--- src/rtl/riscv_pkg.sv ---
// riscv_pkg: shared register-file geometry and scoreboard counter operation encoding
package riscv_pkg;
  localparam int REG_ADDR_W = 5;
  localparam int NUM_REGS = 32;
  typedef enum logic [1:0] {CNT_HOLD, CNT_INC, CNT_DEC, CNT_CLR} cnt_op_e;
  // Flush wins; a simultaneous increment and decrement cancel out.
  function automatic cnt_op_e cnt_op(input logic clr, input logic inc, input logic dec);
    return clr ? CNT_CLR : (inc && !dec) ? CNT_INC : (dec && !inc) ? CNT_DEC : CNT_HOLD;
  endfunction
endpackage

--- src/rtl/regfile_scoreboard_counter.sv ---
// sb_counter: saturating pending-write counter for one architectural register
module sb_counter
  import riscv_pkg::*;
#(
  parameter int W = 2
) (
  input  logic         clk,
  input  logic         rst,
  input  logic         inc,
  input  logic         dec,
  input  logic         clr,
  output logic [W-1:0] count,
  output logic         nonzero,
  output logic         full
);
  cnt_op_e op;
  always_comb op = cnt_op(clr, inc && !full, dec && nonzero);
  always_ff @(posedge clk or posedge rst) begin
    if (rst) count <= '0;
    else if (op == CNT_CLR) count <= '0;
    else if (op == CNT_INC) count <= count + 1'b1;
    else if (op == CNT_DEC) count <= count - 1'b1;
  end
  assign nonzero = |count;
  assign full = &count;
endmodule

--- src/rtl/regfile_scoreboard.sv ---
// regfile_scoreboard: per-register pending-write scoreboard; define SCOREBOARD_STALL_CNT_EN for stall_cycles
module regfile_scoreboard
  import riscv_pkg::*;
#(
  parameter int CNT_W = 2
) (
  input  logic                  clk,
  input  logic                  rst,
  input  logic                  issue_valid,
  input  logic                  issue_we,
  input  logic [REG_ADDR_W-1:0] issue_rd,
  input  logic [REG_ADDR_W-1:0] rs1,
  input  logic [REG_ADDR_W-1:0] rs2,
  input  logic                  use_rs1,
  input  logic                  use_rs2,
  input  logic                  wb_valid,
  input  logic [REG_ADDR_W-1:0] wb_rd,
  input  logic                  flush,
  output logic                  stall,
`ifdef SCOREBOARD_STALL_CNT_EN
  output logic [31:0]           stall_cycles,
`endif
  output logic [NUM_REGS-1:0]   busy_mask,
  output logic                  underflow_err
);
  logic [CNT_W-1:0] cnt [NUM_REGS];
  logic [NUM_REGS-1:0] nz, fl;
  logic issue_fire;
  assign cnt[0] = '0;
  assign nz[0] = 1'b0;
  assign fl[0] = 1'b0;
  for (genvar i = 1; i < NUM_REGS; i++) begin : g_cnt
    sb_counter #(.W(CNT_W)) u_cnt (
      .clk(clk),
      .rst(rst),
      .inc(issue_fire && issue_rd == REG_ADDR_W'(i)),
      .dec(wb_valid && wb_rd == REG_ADDR_W'(i)),
      .clr(flush),
      .count(cnt[i]),
      .nonzero(nz[i]),
      .full(fl[i])
    );
  end
  // Only registered counts feed stall, so a same-cycle writeback cannot release it.
  always_comb begin
    stall = !rst && issue_valid &&
            ((use_rs1 && cnt[rs1] != '0) || (use_rs2 && cnt[rs2] != '0) ||
             (issue_we && issue_rd != '0 && fl[issue_rd]));
    issue_fire = issue_valid && issue_we && !stall && issue_rd != '0;
  end
  assign busy_mask = nz;
  always_ff @(posedge clk or posedge rst) begin
    if (rst) underflow_err <= 1'b0;
    else if (wb_valid && wb_rd != '0 && !nz[wb_rd]) underflow_err <= 1'b1;
  end
`ifdef SCOREBOARD_STALL_CNT_EN
  always_ff @(posedge clk or posedge rst) begin
    if (rst) stall_cycles <= '0;
    else if (stall && stall_cycles != '1) stall_cycles <= stall_cycles + 1'b1;
  end
`endif
endmodule

--- config.mk ---
export PLATFORM = sky130hd
export DESIGN_NAME = regfile_scoreboard
export DESIGN_NICKNAME = d
export VERILOG_FILES = /design/src/rtl/riscv_pkg.sv /design/src/rtl/regfile_scoreboard_counter.sv /design/src/rtl/regfile_scoreboard.sv
export SDC_FILE = /design/constraint.sdc
export NUM_CORES = 1
export LEC_CHECK = 0
export CAP_MARGIN = 10
export CORE_ASPECT_RATIO = 0.75
export CORE_UTILIZATION = 35
export DETAILED_ROUTE_END_ITERATION = 8
export SLEW_MARGIN = 0
export SYNTH_ARGS = -nofsm -noshare
export SYNTH_HDL_FRONTEND = slang
export SYNTH_SLANG_ARGS = --single-unit
--- constraint.sdc ---
create_clock -name clk -period 5.7 [get_ports clk]
set_input_delay 1.14 -clock clk [delete_from_list [all_inputs] [get_ports clk]]
set_output_delay 1.14 -clock clk [all_outputs]
set_load 0.05 [all_outputs]
**Yosys cells after proc, flatten, opt, wreduce, memory -nomap -nowiden**

Index checks and enable logic that the tools add are counted.

- $add $sub $neg: 62
- Multiply operators: 0
- Divide/modulo/power cells: 0
- Order comparisons: 4
- Eq/ne operators: 155
- Shifts and indexed selects: 0
- Multiplexer cells: 196
- Bitwise gates (word level): 2
- Reductions and logical operators: 392

Operator list:

| kind | number |
|---|---|
| 2-bit two-way mux | 190 |
| 1-bit logical AND | 197 |
| 5-bit == test, second input constant | 32 |
| 2-bit == test, second input constant | 62 |
| 1-bit zero test | 96 |
| 3-bit nonzero test | 31 |
| 5-bit by 4-bit == test with 1-bit output, second input constant | 16 |
| 2-bit by 1-bit adder with 2-bit output, second input constant | 31 |
| 2-bit by 1-bit == test with 1-bit output, second input constant | 31 |
| 2-bit AND reduction | 31 |
| 2-bit OR reduction | 31 |
| 2-bit by 1-bit subtractor with 2-bit output, second input constant | 31 |
| 5-bit by 3-bit == test with 1-bit output, second input constant | 8 |
| 2-bit binary-select mux with 5-bit select | 2 |
| 5-bit by 2-bit == test with 1-bit output, second input constant | 4 |
| 6-bit greater-or-equal comparator, second input constant | 2 |
| 5-bit by 6-bit < comparator with 1-bit output, second input constant | 2 |
| 5-bit NOT with 6-bit output | 2 |
| 1-bit binary-select mux with 5-bit select | 2 |
| 5-bit by 1-bit == test with 1-bit output, second input constant | 2 |
| 5-bit nonzero test | 2 |
| 2-bit nonzero test | 2 |
| 1-bit logical OR | 2 |
| 1-bit two-way mux | 2 |

- Flip-flop bits (word level): 63
- Bits in latches: 0
- Bits in writable memories: 0
- Bits in read-only memories: 0
- Input bits: 28
- Logic and storage cells: 843
- Memories: 0

**Depth between registers and ports, before layout**

- Word-level depth: 23
- Depth in mapped cells: 12

**Modules after synthesis**

From an unflattened synthesis, not the netlist that was laid out.

- Cells, all modules: 765
- Area total of the unflattened synthesis: 6,227.2 sq um

By module, submodules not included:

| module | instances | cells an instance | area each (sq um) |
|---|---|---|---|
| sb_counter | 31 | 16 | 140.1 |
| regfile_scoreboard | 1 | 269 | 1,883.1 |

**Least setup slack after synthesis**

Ideal clock, no wire load.

- Path type: input-to-output
- From: in rs1[1]
- To: out stall
- Arrival: 3,408 ps
- Setup slack: 1,152 ps
- Stages: 9
- Buffers on the path: 2
- Cell sequence: buf_4 inv_2 mux4_2 nand2b_1 a31oi_1 a211oi_2 a31oi_4 buf_6 and2_1

- Cells in the longest elaborated chain, start to end: 9

Ends and longest elaborated chain:

| item | RTL line | source |
|---|---|---|
| start: declaration | regfile_scoreboard.sv:12 | `input logic [REG_ADDR_W-1:0] rs1,` |
| 5-bit NOT with 6-bit output (not written as such) | regfile_scoreboard.sv:47 | `((use_rs1 && cnt[rs1] != '0) \|\| (use_rs2 && cnt[rs2] != '0) \|\|` |
| 2-bit binary-select mux with 5-bit select | regfile_scoreboard.sv:47 |  |
| 2-bit two-way mux (not written as such) (2 in series) | regfile_scoreboard.sv:47 |  |
| 2-bit nonzero test | regfile_scoreboard.sv:47 |  |
| 1-bit logical AND | regfile_scoreboard.sv:47 |  |
| 1-bit logical OR (2 in series) | regfile_scoreboard.sv:47 |  |
| 1-bit logical AND | regfile_scoreboard.sv:46 | `stall = !rst && issue_valid &&` |
| end: declaration | regfile_scoreboard.sv:19 | `output logic stall,` |

Every way passes these cells. The select of a mux whose other input is x is not followed.

**Worst setup path after layout**

- From: in issue_rd[0]
- To: out stall

- Cells in the longest elaborated chain, start to end: 5
- Elaborated cells between the ends (all ways): 7
- Those cells by class: mux: 2; reduce/logical: 5

Ends and longest elaborated chain:

| item | RTL line | source |
|---|---|---|
| start: declaration | regfile_scoreboard.sv:11 | `input logic [REG_ADDR_W-1:0] issue_rd,` |
| 1-bit binary-select mux with 5-bit select / 5-bit nonzero test (equally long branches) | regfile_scoreboard.sv:48 | `(issue_we && issue_rd != '0 && fl[issue_rd]));` |
| 1-bit two-way mux (not written as such) / 1-bit logical AND (equally long branches) | regfile_scoreboard.sv:48 |  |
| 1-bit logical AND * | regfile_scoreboard.sv:48 |  |
| 1-bit logical OR * | regfile_scoreboard.sv:47 |  |
| 1-bit logical AND * | regfile_scoreboard.sv:46 |  |

Mark *: on every way between the ends. The rest lies on a longest branch, timed or not. The select of a mux whose other input is x is not followed.

==> metrics.md <==
| Metric | Value |
|---|---|
| Status | `finished, final reports clean` |
| Number of synthesized flops with an enable pin | `0` |
| Quantity of I/O buffers inserted on ports | `60` |
| Vias in the first global route | `approximately 5.2k` |
| Row count | `41` |
| Crit-path cells | `clkdlybuf4s50_1 > buf_4 > and3b_1 > a311o_1 > a211oi_1 > nor4_1 > a211oi_2 > a31oi_4 > and2_1 > buf_12` |
| Clk sinks | `63` |
| Routed WL per cell | `19.5 µm` |
| Top-Level Pins | `62` |
| Distinct cells, synth | `67` |
| Slew @ Worst Pin | `between 1 and 1.5 ns` |
| Number of diodes | `0` |
| Post-Route WL | `slightly below 20000 µm` |
| Seq/Total Area, Yosys | `0.257` |
| Number of slew-limit violations in the final report | `0` |
| Critical Path Start Type | `primary input` |
| Global placement routability congestion | `0.916` |
| First-pass GRT wire length | `about 31000 µm` |
| Fill count | `1729` |
| Area occupied by registers | `1580 µm²` |
| Mean Syn Cell Area | `8.11 µm²` |
| Top_reg_cell synth | `dfrtp_1` |
| Antenna viol nets, final | `0` |
| Category of the most critical setup path | `in -> out` |
| Maximum net fanout on the critical path | `23` |
| Post-DP HPWL | `14600 µm` |
| Worst ir drop on vdd | `0.000131 V` |
| Total track usage | `0.227` |
| Post-detailed-route DRC marker count | `0` |
| Final TNS setup | `0 ns` |
| Clk pwr share | `0.492` |
| Clock-pin slew on the worst setup and hold paths | `~0.05 ns` |
| Root buffer selected by CTS | `clkbuf_16` |
| Detailed-routing iteration count for the pre-antenna-repair pass | `5` |
| Mapped Nets | `about 780` |
| Data required time at the worst endpoint | `4.56 ns` |
| Post-CTS Setup Inserts | `0` |
| H-Tree Level Count | `3` |
| Rel. slew slack | `0.239` |
| Final count of negative-setup-slack endpoints | `0` |
| Area of the multi-input gates | `4010 µm²` |
| DIE WIDTH | `around 150 µm` |
| Worst reg2reg setup slack | `1.78 ns` |
| Post-cts gate resize count | `0` |
| FMAX | `200 MHz` |
| Category of cells accounting for the largest share of critical-path delay | `buffers and inverters` |
| RSZ-0062 raised after global routing | `false` |
| Reg-to-reg critical path startpoint | `g_cnt[5].u_cnt.count[1]` |
| Synthesized cell area | `~6100 µm²` |
| Post-CTS Hold Buffers | `0` |
| CTS tree | `done` |
| Post-detailed-route via-to-cell ratio | `5.84` |
| Worst reg2reg endpoint | `g_cnt[21].u_cnt.count[0]` |
| Initial DRC Count | `595` |
| Number of instances in the synthesized netlist | `756` |
| Floorplan core area | `17000 µm²` |
| Number of CTS-inserted buffers | `9` |
| Post-layout net count | `798` |
| Fraction of power spent switching nets | `0.272` |
| Worst clock skew on the final layout | `roughly 0.0058 ns` |
| Int Pwr | `between 0.0009 and 0.001 W` |
| Share of cells above drive strength 1 | `0.120` |
| Power density over the cells | `179 nW/µm²` |
| End-of-flow core utilization | `0.414` |
| Number of maximum-capacitance violations | `0` |
| Clock Tree Buf Depth | `2` |
| Residual overflow from global routing | `0` |
| Initial core utilization | `0.361` |
| Hold WC Path Type | `reg -> reg` |
| DIE HEIGHT | `around 120 µm` |
| DIE AREA | `about 18000 µm²` |
| Final Critical Period | `5.00 ns` |
| Arrival time at the worst endpoint | `slightly below 4 ns` |
| Net switching power of the design | `between 0.0003 and 0.0004 W` |
| Hold Fails Final Rpt | `0` |
| Number of warnings reported in the yosys synthesis log | `0` |
| Count of vias placed by the detailed router | `5907` |
| Area grow syn2layout | `14.7%` |
| Initial antenna violation count | `0` |
| Critical path endpoint | `stall` |
| Share of power burned in combinational logic | `0.149` |
| Cell leakage power | `~2.5 nW` |
| Final clock period utilization by the worst path | `0.877` |
| Register-to-Register Path Depth | `10` |
| WP buf/inv | `3` |
| Stages on the worst setup path | `10` |
| Fraction of registers with async set or reset after synthesis | `1.00` |
| Portion of total power attributed to sequential cells | `0.359` |
| Slowest cell on crit path | `clkdlybuf4s50_1` |
| Critical Path Start | `issue_rd[0]` |
| Crit path largest cell delay | `between 0.6 and 0.7 ns` |
| Setup crit end kind | `output pin` |
| Clock network latency to the later pin of the worst-skew pair | `0.34 ns` |
| #FFs+latches synth | `63` |
| Largest net degree at the start of global routing | `64` |
metrics by stage:
step	area (µm²)	std cells	setup slack (ns)	total power (W)	hold WS [ns]
6_report	7030	1011	0.703	0.00126	0.470
5_1_grt	7030	1011	0.598	0.00130	0.479
4_1_cts	7030	1011	0.709	0.00127	0.467
3_5_place_dp	6710	995	0.728	0.000645	0.457
3_3_place_gp	6710	995	0.779	0.000644	0.451
2_1_floorplan	6130	756	1.15	0.000582	0.532
cell type report:
class,instances,area share
clock buffers,13,0.0370
repair buffers,69,0.0957
clock inverters,3,0.00925
flip-flops and latches,63,0.224
well taps,236,0.0420
inverters,40,0.0213
multi-input cells,587,0.571
kinds of logic (layout without fill, tap and decap cells):
kind of cell           after synthesis  count (layout)  share of synthesized area
DFF                                 63              63                      0.257
AOI/OAI and AO/OA                  179             179                      0.196
and+or+nand+nor                    351             351                      0.328
muxes                               56              56                      0.129
other                                1               1                   0.000612
buffers and inverters              106             125                     0.0884
layout by cell type (no fill, tap or decap), drive strengths merged, types with 3 or more instances in the layout:
cell / instances
o2111ai: 4
and2: 29
o21ai: 52
a21oi: 35
or3: 7
nor2b: 11
nand2b: 13
clkdlybuf4s50: 58
buf: 11
or4b: 16
and3: 8
nor3b: 6
o311ai: 3
dfrtp: 63
nand4: 3
inv: 40
nand3b: 4
clkbuf: 13
or2: 7
a31oi: 30
a21o: 3
mux4: 18
mux2i: 32
mux2: 6
a211oi: 11
o211ai: 10
nor2: 75
o31ai: 7
nand3: 32
nor4b: 7
nor3: 25
nor4: 17
a2111oi: 4
nand2: 84
routing by layer:
metal / global-route usage / routed length (µm)
met1: 0.350 / 9730
met3: 0.0690 / 2240
met4: 0.0389 / 140
met5: 0 / 0
met2: 0.308 / 7570
Yosys cell counts (11+ instances only):
master,n,area [µm²]
mux4_2,18,405
nand2_1,84,315
and2_1,29,181
a21oi_1,35,175
nand3_1,32,160
nor2_1,75,282
clkbuf_1,21,78.8
nand2b_1,13,81.3
mux2i_1,32,320
inv_1,38,143
o21ai_0,51,255
nor2b_1,11,68.8
or4b_1,15,150
dfrtp_1,63,1580
nor3_1,17,85.1
a31oi_1,28,175
buf_4,33,248
power by group through the flow:
stage                     combinational (W)  clock, W  sequential [W]
final                              0.000188  0.000618        0.000452
after global routing               0.000201  0.000649        0.000452
after CTS                          0.000186  0.000628        0.000452
after detailed placement           0.000185         0        0.000460
after global placement             0.000184         0        0.000460
after floorplan                    0.000123         0        0.000459
flip-flops by register name (all words and copies together), names as in the netlist:
register,cells
g_cnt.u_cnt.count,62
underflow_err,1
worst min-delay path by stage:
stage | startpoint | to | cells after the start
after floorplan | g_cnt[28].u_cnt.count[1] | g_cnt[28].u_cnt.count[1] | 2
after global placement | underflow_err | underflow_err | 1
after detailed placement | underflow_err | underflow_err | 1
after CTS | underflow_err | underflow_err | 1
after global routing | underflow_err | underflow_err | 1
final | underflow_err | underflow_err | 1
Power figures use the tool's default switching activity.
